==> src/rtl/booth_div_radix2.sv <==
// Sequential signed restoring divider, one quotient bit per clock.
// Sign-magnitude pre/post correction; quotient truncates toward zero, remainder follows the dividend's sign.
module booth_div_radix2 #(
    parameter int unsigned WIDTH_N = 8,
    parameter int unsigned WIDTH_D = 8
) (
    input  logic               clk,
    input  logic               rstn,
    input  logic               vld_in,
    input  logic [WIDTH_N-1:0] dividend,
    input  logic [WIDTH_D-1:0] divisor,
    output logic               busy,
    output logic [WIDTH_N-1:0] quotient,
    output logic [WIDTH_D-1:0] remainder,
    output logic               div_zero,
    output logic               ovf,
    output logic               done
);

    localparam int unsigned CNT_W = (WIDTH_N > 2) ? $clog2(WIDTH_N) : 1;
    localparam int unsigned PR_W  = WIDTH_D + 1;
    localparam int unsigned EXT_W = WIDTH_N + WIDTH_D;

    typedef enum logic [1:0] {
        IDLE = 2'd0,
        LOAD = 2'd1,
        DIV  = 2'd2,
        FIX  = 2'd3
    } state_t;

    state_t             state_q, state_d;
    logic [WIDTH_N-1:0] dvd_q, dvd_d;
    logic [WIDTH_D-1:0] dvs_q, dvs_d;
    logic [WIDTH_D-1:0] absd_q, absd_d;
    logic [PR_W-1:0]    pr_q, pr_d;
    logic [WIDTH_N-1:0] qr_q, qr_d;
    logic [CNT_W-1:0]   cnt_q, cnt_d;
    logic               dz_int_q, dz_int_d;
    logic               ovf_int_q, ovf_int_d;
    logic [WIDTH_N-1:0] quotient_q, quotient_d;
    logic [WIDTH_D-1:0] remainder_q, remainder_d;
    logic               div_zero_q, div_zero_d;
    logic               ovf_q, ovf_d;
    logic               done_q, done_d;
    logic               busy_q, busy_d;

    logic               sign_n, sign_d;
    logic [PR_W-1:0]    pr_sh, diff;
    logic [WIDTH_N-1:0] q_fix;
    logic [WIDTH_D-1:0] r_fix;
    logic [EXT_W-1:0]   dvd_ext;

    always_comb begin
        state_d     = state_q;
        dvd_d       = dvd_q;
        dvs_d       = dvs_q;
        absd_d      = absd_q;
        pr_d        = pr_q;
        qr_d        = qr_q;
        cnt_d       = cnt_q;
        dz_int_d    = dz_int_q;
        ovf_int_d   = ovf_int_q;
        quotient_d  = quotient_q;
        remainder_d = remainder_q;
        div_zero_d  = div_zero_q;
        ovf_d       = ovf_q;
        done_d      = 1'b0;
        busy_d      = busy_q;

        sign_n  = dvd_q[WIDTH_N-1];
        sign_d  = dvs_q[WIDTH_D-1];
        pr_sh   = {pr_q[WIDTH_D-1:0], qr_q[WIDTH_N-1]};
        diff    = pr_sh - {1'b0, absd_q};
        q_fix   = (sign_n ^ sign_d) ? (WIDTH_N'(0) - qr_q) : qr_q;
        r_fix   = sign_n ? (WIDTH_D'(0) - pr_q[WIDTH_D-1:0]) : pr_q[WIDTH_D-1:0];
        dvd_ext = {{WIDTH_D{sign_n}}, dvd_q};

        case (state_q)
            IDLE: begin
                if (vld_in) begin
                    state_d = LOAD;
                    dvd_d   = dividend;
                    dvs_d   = divisor;
                    busy_d  = 1'b1;
                end
            end
            LOAD: begin
                qr_d      = sign_n ? (WIDTH_N'(0) - dvd_q) : dvd_q;
                absd_d    = sign_d ? (WIDTH_D'(0) - dvs_q) : dvs_q;
                pr_d      = '0;
                cnt_d     = '0;
                dz_int_d  = (dvs_q == '0);
                ovf_int_d = (dvd_q == {1'b1, {(WIDTH_N-1){1'b0}}}) && (dvs_q == '1);
                state_d   = DIV;
            end
            DIV: begin
                // Restoring step: keep the difference only when it did not go negative.
                if (!diff[PR_W-1]) begin
                    pr_d = diff;
                    qr_d = {qr_q[WIDTH_N-2:0], 1'b1};
                end else begin
                    pr_d = pr_sh;
                    qr_d = {qr_q[WIDTH_N-2:0], 1'b0};
                end
                if (cnt_q == CNT_W'(WIDTH_N - 1)) begin
                    cnt_d   = '0;
                    state_d = FIX;
                end else begin
                    cnt_d = cnt_q + CNT_W'(1);
                end
            end
            FIX: begin
                if (dz_int_q) begin
                    quotient_d  = '1;
                    remainder_d = dvd_ext[WIDTH_D-1:0];
                end else if (ovf_int_q) begin
                    quotient_d  = {1'b1, {(WIDTH_N-1){1'b0}}};
                    remainder_d = '0;
                end else begin
                    quotient_d  = q_fix;
                    remainder_d = r_fix;
                end
                div_zero_d = dz_int_q;
                ovf_d      = ovf_int_q;
                done_d     = 1'b1;
                busy_d     = 1'b0;
                state_d    = IDLE;
            end
            default: begin
                state_d = IDLE;
                busy_d  = 1'b0;
            end
        endcase
    end

    always_ff @(posedge clk or negedge rstn) begin
        if (!rstn) begin
            state_q     <= IDLE;
            dvd_q       <= '0;
            dvs_q       <= '0;
            absd_q      <= '0;
            pr_q        <= '0;
            qr_q        <= '0;
            cnt_q       <= '0;
            dz_int_q    <= 1'b0;
            ovf_int_q   <= 1'b0;
            quotient_q  <= '0;
            remainder_q <= '0;
            div_zero_q  <= 1'b0;
            ovf_q       <= 1'b0;
            done_q      <= 1'b0;
            busy_q      <= 1'b0;
        end else begin
            state_q     <= state_d;
            dvd_q       <= dvd_d;
            dvs_q       <= dvs_d;
            absd_q      <= absd_d;
            pr_q        <= pr_d;
            qr_q        <= qr_d;
            cnt_q       <= cnt_d;
            dz_int_q    <= dz_int_d;
            ovf_int_q   <= ovf_int_d;
            quotient_q  <= quotient_d;
            remainder_q <= remainder_d;
            div_zero_q  <= div_zero_d;
            ovf_q       <= ovf_d;
            done_q      <= done_d;
            busy_q      <= busy_d;
        end
    end

    assign busy      = busy_q;
    assign quotient  = quotient_q;
    assign remainder = remainder_q;
    assign div_zero  = div_zero_q;
    assign ovf       = ovf_q;
    assign done      = done_q;

endmodule

==> config.mk <==
export PLATFORM = sky130hd
export DESIGN_NAME = booth_div_radix2
export DESIGN_NICKNAME = d
export VERILOG_FILES = /design/src/rtl/booth_div_radix2.sv
export SDC_FILE = /design/constraint.sdc
export NUM_CORES = 1
export LEC_CHECK = 0
export CORE_MARGIN = 2
export CORE_UTILIZATION = 35
export DETAILED_ROUTE_END_ITERATION = 16
export DONT_BUFFER_PORTS = 1
export HOLD_SLACK_MARGIN = 0.05
export SLEW_MARGIN = 15
export SYNTH_ARGS = -nofsm -noshare
export SYNTH_HDL_FRONTEND = slang
export SYNTH_SLANG_ARGS = --single-unit
==> constraint.sdc <==
create_clock -name clk -period 4.15 [get_ports clk]
set_clock_uncertainty 0.2 [all_clocks]
set_input_delay 0.415 -clock clk [delete_from_list [all_inputs] [get_ports clk]]
set_output_delay 0.415 -clock clk [all_outputs]
set_load 0.01 [all_outputs]
==> flow_metrics.env <==
export IMPL_n_fill_cell=1023
export IMPL_wl_um=8450
export IMPL_min_path_type="in -> reg"
export IMPL_avgRoutedWirePerCell_um=15.5
export IMPL_core_um2=10400
export IMPL_finalMaxSlewViolations=0
export IMPL_synth_edff_count=0
export IMPL_synth_top_flop_cell="dfrtp_1"
export IMPL_grt_pass1_vias=2845
export IMPL_num_rows=37
export IMPL_netlist_area_leader_share=0.443
export IMPL_slowest_stage="dfrtp_1"
export IMPL_cts_tree="built"
export IMPL_timing_fmax_mhz=362
export IMPL_drt_pre_antenna_iters=4
export IMPL_synth_area_per_cell_um2=9.65
export IMPL_p_per_area_nw_per_um2=814
export IMPL_layout_drive_gt1_share=0.120
export IMPL_worstReg2RegEnd="pr_q[0]"
export IMPL_grt_max_degree=68
export IMPL_regArea_um2=1680
export IMPL_tns_ns=0
export IMPL_numCtsBuffers=9
export IMPL_post_synth_top_count_cell="dfrtp_1"
export IMPL_fin_crit_sh=0.665
export IMPL_syn_to_final_growth_pct=14.3
export IMPL_reg2reg_depth=11
export IMPL_gp_congestion=0.836
export IMPL_setup_viol=0
export IMPL_finalInstanceArea_um2=4320
export IMPL_cts_num_sinks=67
export IMPL_clock_latency_ns=0.35
export IMPL_ys_seq_area_frac=0.443
export IMPL_io_pins=39
export IMPL_multi_input_area_um2=1890
export IMPL_postCtsHoldBufs=19
export IMPL_hpwl_um=5900
export IMPL_grt_pass1_wl_um=14200
export IMPL_yosysTopAreaCell="dfrtp_1"
export IMPL_start_util=0.363
export IMPL_holdPathEnd="busy"
export IMPL_final_nets=443
export IMPL_grt_usage=0.156
export IMPL_worst_ep_required_time_ns=4.22
export IMPL_worstMarginPinSlew_ns=0.939
export IMPL_status="completed"
export IMPL_ys_warn_count=0
export IMPL_worst_path_max_fanout=11
export IMPL_die_y_um=108
export IMPL_port_buffers=0
export IMPL_overflow=0
export IMPL_postRouteAntennaNets=0
export IMPL_vias_per_cell=5.23
export IMPL_synthesis_area_um2=3780
export IMPL_first_iter_violations=131
export IMPL_post_route_util=0.415
export IMPL_via_count=2848
export IMPL_post_cts_buffers=0
export IMPL_num_antenna_cells=0
export IMPL_synthArstFlopShare=1.00
export IMPL_dpl_cell_area_um2=3880
export IMPL_dieWidth_um=108
export IMPL_r2r_start="qr_q[7]"
export IMPL_cts_clk_slew_worst_paths_ns=0.08
export IMPL_peakVddDrop_mv=0.397
export IMPL_synth_net_count=431
export IMPL_fin_crit_ns=2.76
export IMPL_yosys_register_bits=67
export IMPL_synthTopCellsByCount="dfrtp_1, a21oi_1, nor2_1, inv_1, mux2_2"
export IMPL_clock_root_buffer="clkbuf_8"
export IMPL_clockBufferDepth=2
export IMPL_final_hold_viol_count=0
export IMPL_hp_start="vld_in"
export IMPL_post_route_drc_count=0
export IMPL_synth_cell_types=42
export IMPL_fin_ws_ns=1.39
export IMPL_min_path_cells=2
export IMPL_pre_cts_ws_ns=1.41
export IMPL_path_cells="inv_1, ha_1, inv_1, fa_1, a21oi_1, a2bb2oi_1, a21oi_1, xnor2_1, buf_4, mux2_2, o22ai_1"
export IMPL_syn_inst=392
export IMPL_antenna_found_initial=0
export IMPL_critical_path_max_stage_delay_ns=0.41
export IMPL_maxSlewHeadroom=0.374
export IMPL_p_leak_uw=0.00191
export IMPL_critPathKind="reg -> reg"
export IMPL_critPathArrivalTime_ns=2.83
export IMPL_critPathLaunchType="register"
export IMPL_die_area_um2=11700
export IMPL_max_cap_violations=0
export IMPL_synthTopCellsByArea="dfrtp_1, mux2_2, ha_1"
export IMPL_worst_setup_path_end_kind="register"
export IMPL_post_cts_resize_count=0
export IMPL_htreeDepth=3
export IMPL_r2r_setup_slack_ns=1.39
export IMPL_rsz0062_at_grt="false"
worst max-delay path by stage:
stage | endpoint | cells past startpoint | slack [ns] | from
after floorplan | qr_q[0] | 11 | 1.63 | qr_q[7]
after global placement | pr_q[0] | 11 | 1.50 | qr_q[7]
after detailed placement | pr_q[0] | 11 | 1.41 | qr_q[7]
after CTS | pr_q[0] | 11 | 1.39 | qr_q[7]
after global routing | pr_q[0] | 11 | 1.21 | qr_q[7]
final | pr_q[0] | 11 | 1.39 | qr_q[7]
where the power goes:
part | internal (µW) | switching [µW]
clock network | 398 | 259
logic | 728 | 823
registers | 934 | 379
cell families after synthesis:
family,Yosys count,synth area share
AOI/OAI and AO/OA,93,0.143
xor gates and xnor gates,28,0.0648
adders and majority gates,20,0.0681
buffers and inverters,52,0.0572
DFF,67,0.443
muxes,35,0.102
and+or+nand+nor,97,0.122
worst max-delay path, delay by kind of cell (launching register included):
family                     cells  cell delay, ns
DFF                            1            0.41
muxes                          1            0.35
AOI/OAI and AO/OA              4            0.66
xor gates and xnor gates       1            0.14
adders and majority gates      2            0.55
buffers and inverters          3            0.36
stage by stage:
| stage | power, µW | instances | hold slack [ns] |
|---|---|---|---|
| 3_3_place_gp | 2790 | 510 | -0.0791 |
| 3_5_place_dp | 2840 | 510 | -0.0792 |
| 4_1_cts | 3540 | 545 | 0.0581 |
| 6_report | 3520 | 545 | 0.0684 |
| 2_1_floorplan | 2480 | 392 | -0.0806 |
| 5_1_grt | 3830 | 545 | 0.0819 |
metal layers:
metal / up-vias / share of wire / track usage
met5: - / 0 / 0
met4: 0 / 0.017 / 0.0568
met3: 13 / 0.045 / 0.0380
met2: 64 / 0.45 / 0.234
met1: 1387 / 0.49 / 0.219
li1: 1384 / - / -
area by class of cell:
| class | count | area share |
|---|---|---|
| Clock buffer | 9 | 0.0286 |
| Clock inverter | 7 | 0.0269 |
| Inverter | 31 | 0.0269 |
| Multi-Input combinational cell | 273 | 0.437 |
| Sequential cell | 67 | 0.388 |
| Tap cell | 136 | 0.0394 |
| Timing Repair Buffer | 22 | 0.0532 |
state kept, by name, indices dropped and copies added, names as in the netlist:
name,flops
absd_q,8
dvd_q,8
dvs_q,8
pr_q,8
qr_q,8
quotient,8
remainder,8
cnt_q,3
state_q,2
busy,1
div_zero,1
done,1
dz_int_q,1
ovf,1
ovf_int_q,1
placed cells by master, fill, tap and decap left out, types with 18 or more instances in the layout:
cell type | netlist | layout
nand2_1 | 22 | 22
dfrtp_1 | 67 | 67
inv_1 | 30 | 30
a21oi_1 | 45 | 45
ha_1 | 19 | 19
nor2_1 | 33 | 33
o21ai_0 | 19 | 19
mux2_2 | 27 | 27
dlygate4sd3_1 | 0 | 18
No activity file was read; power rests on OpenSTA's default activity.
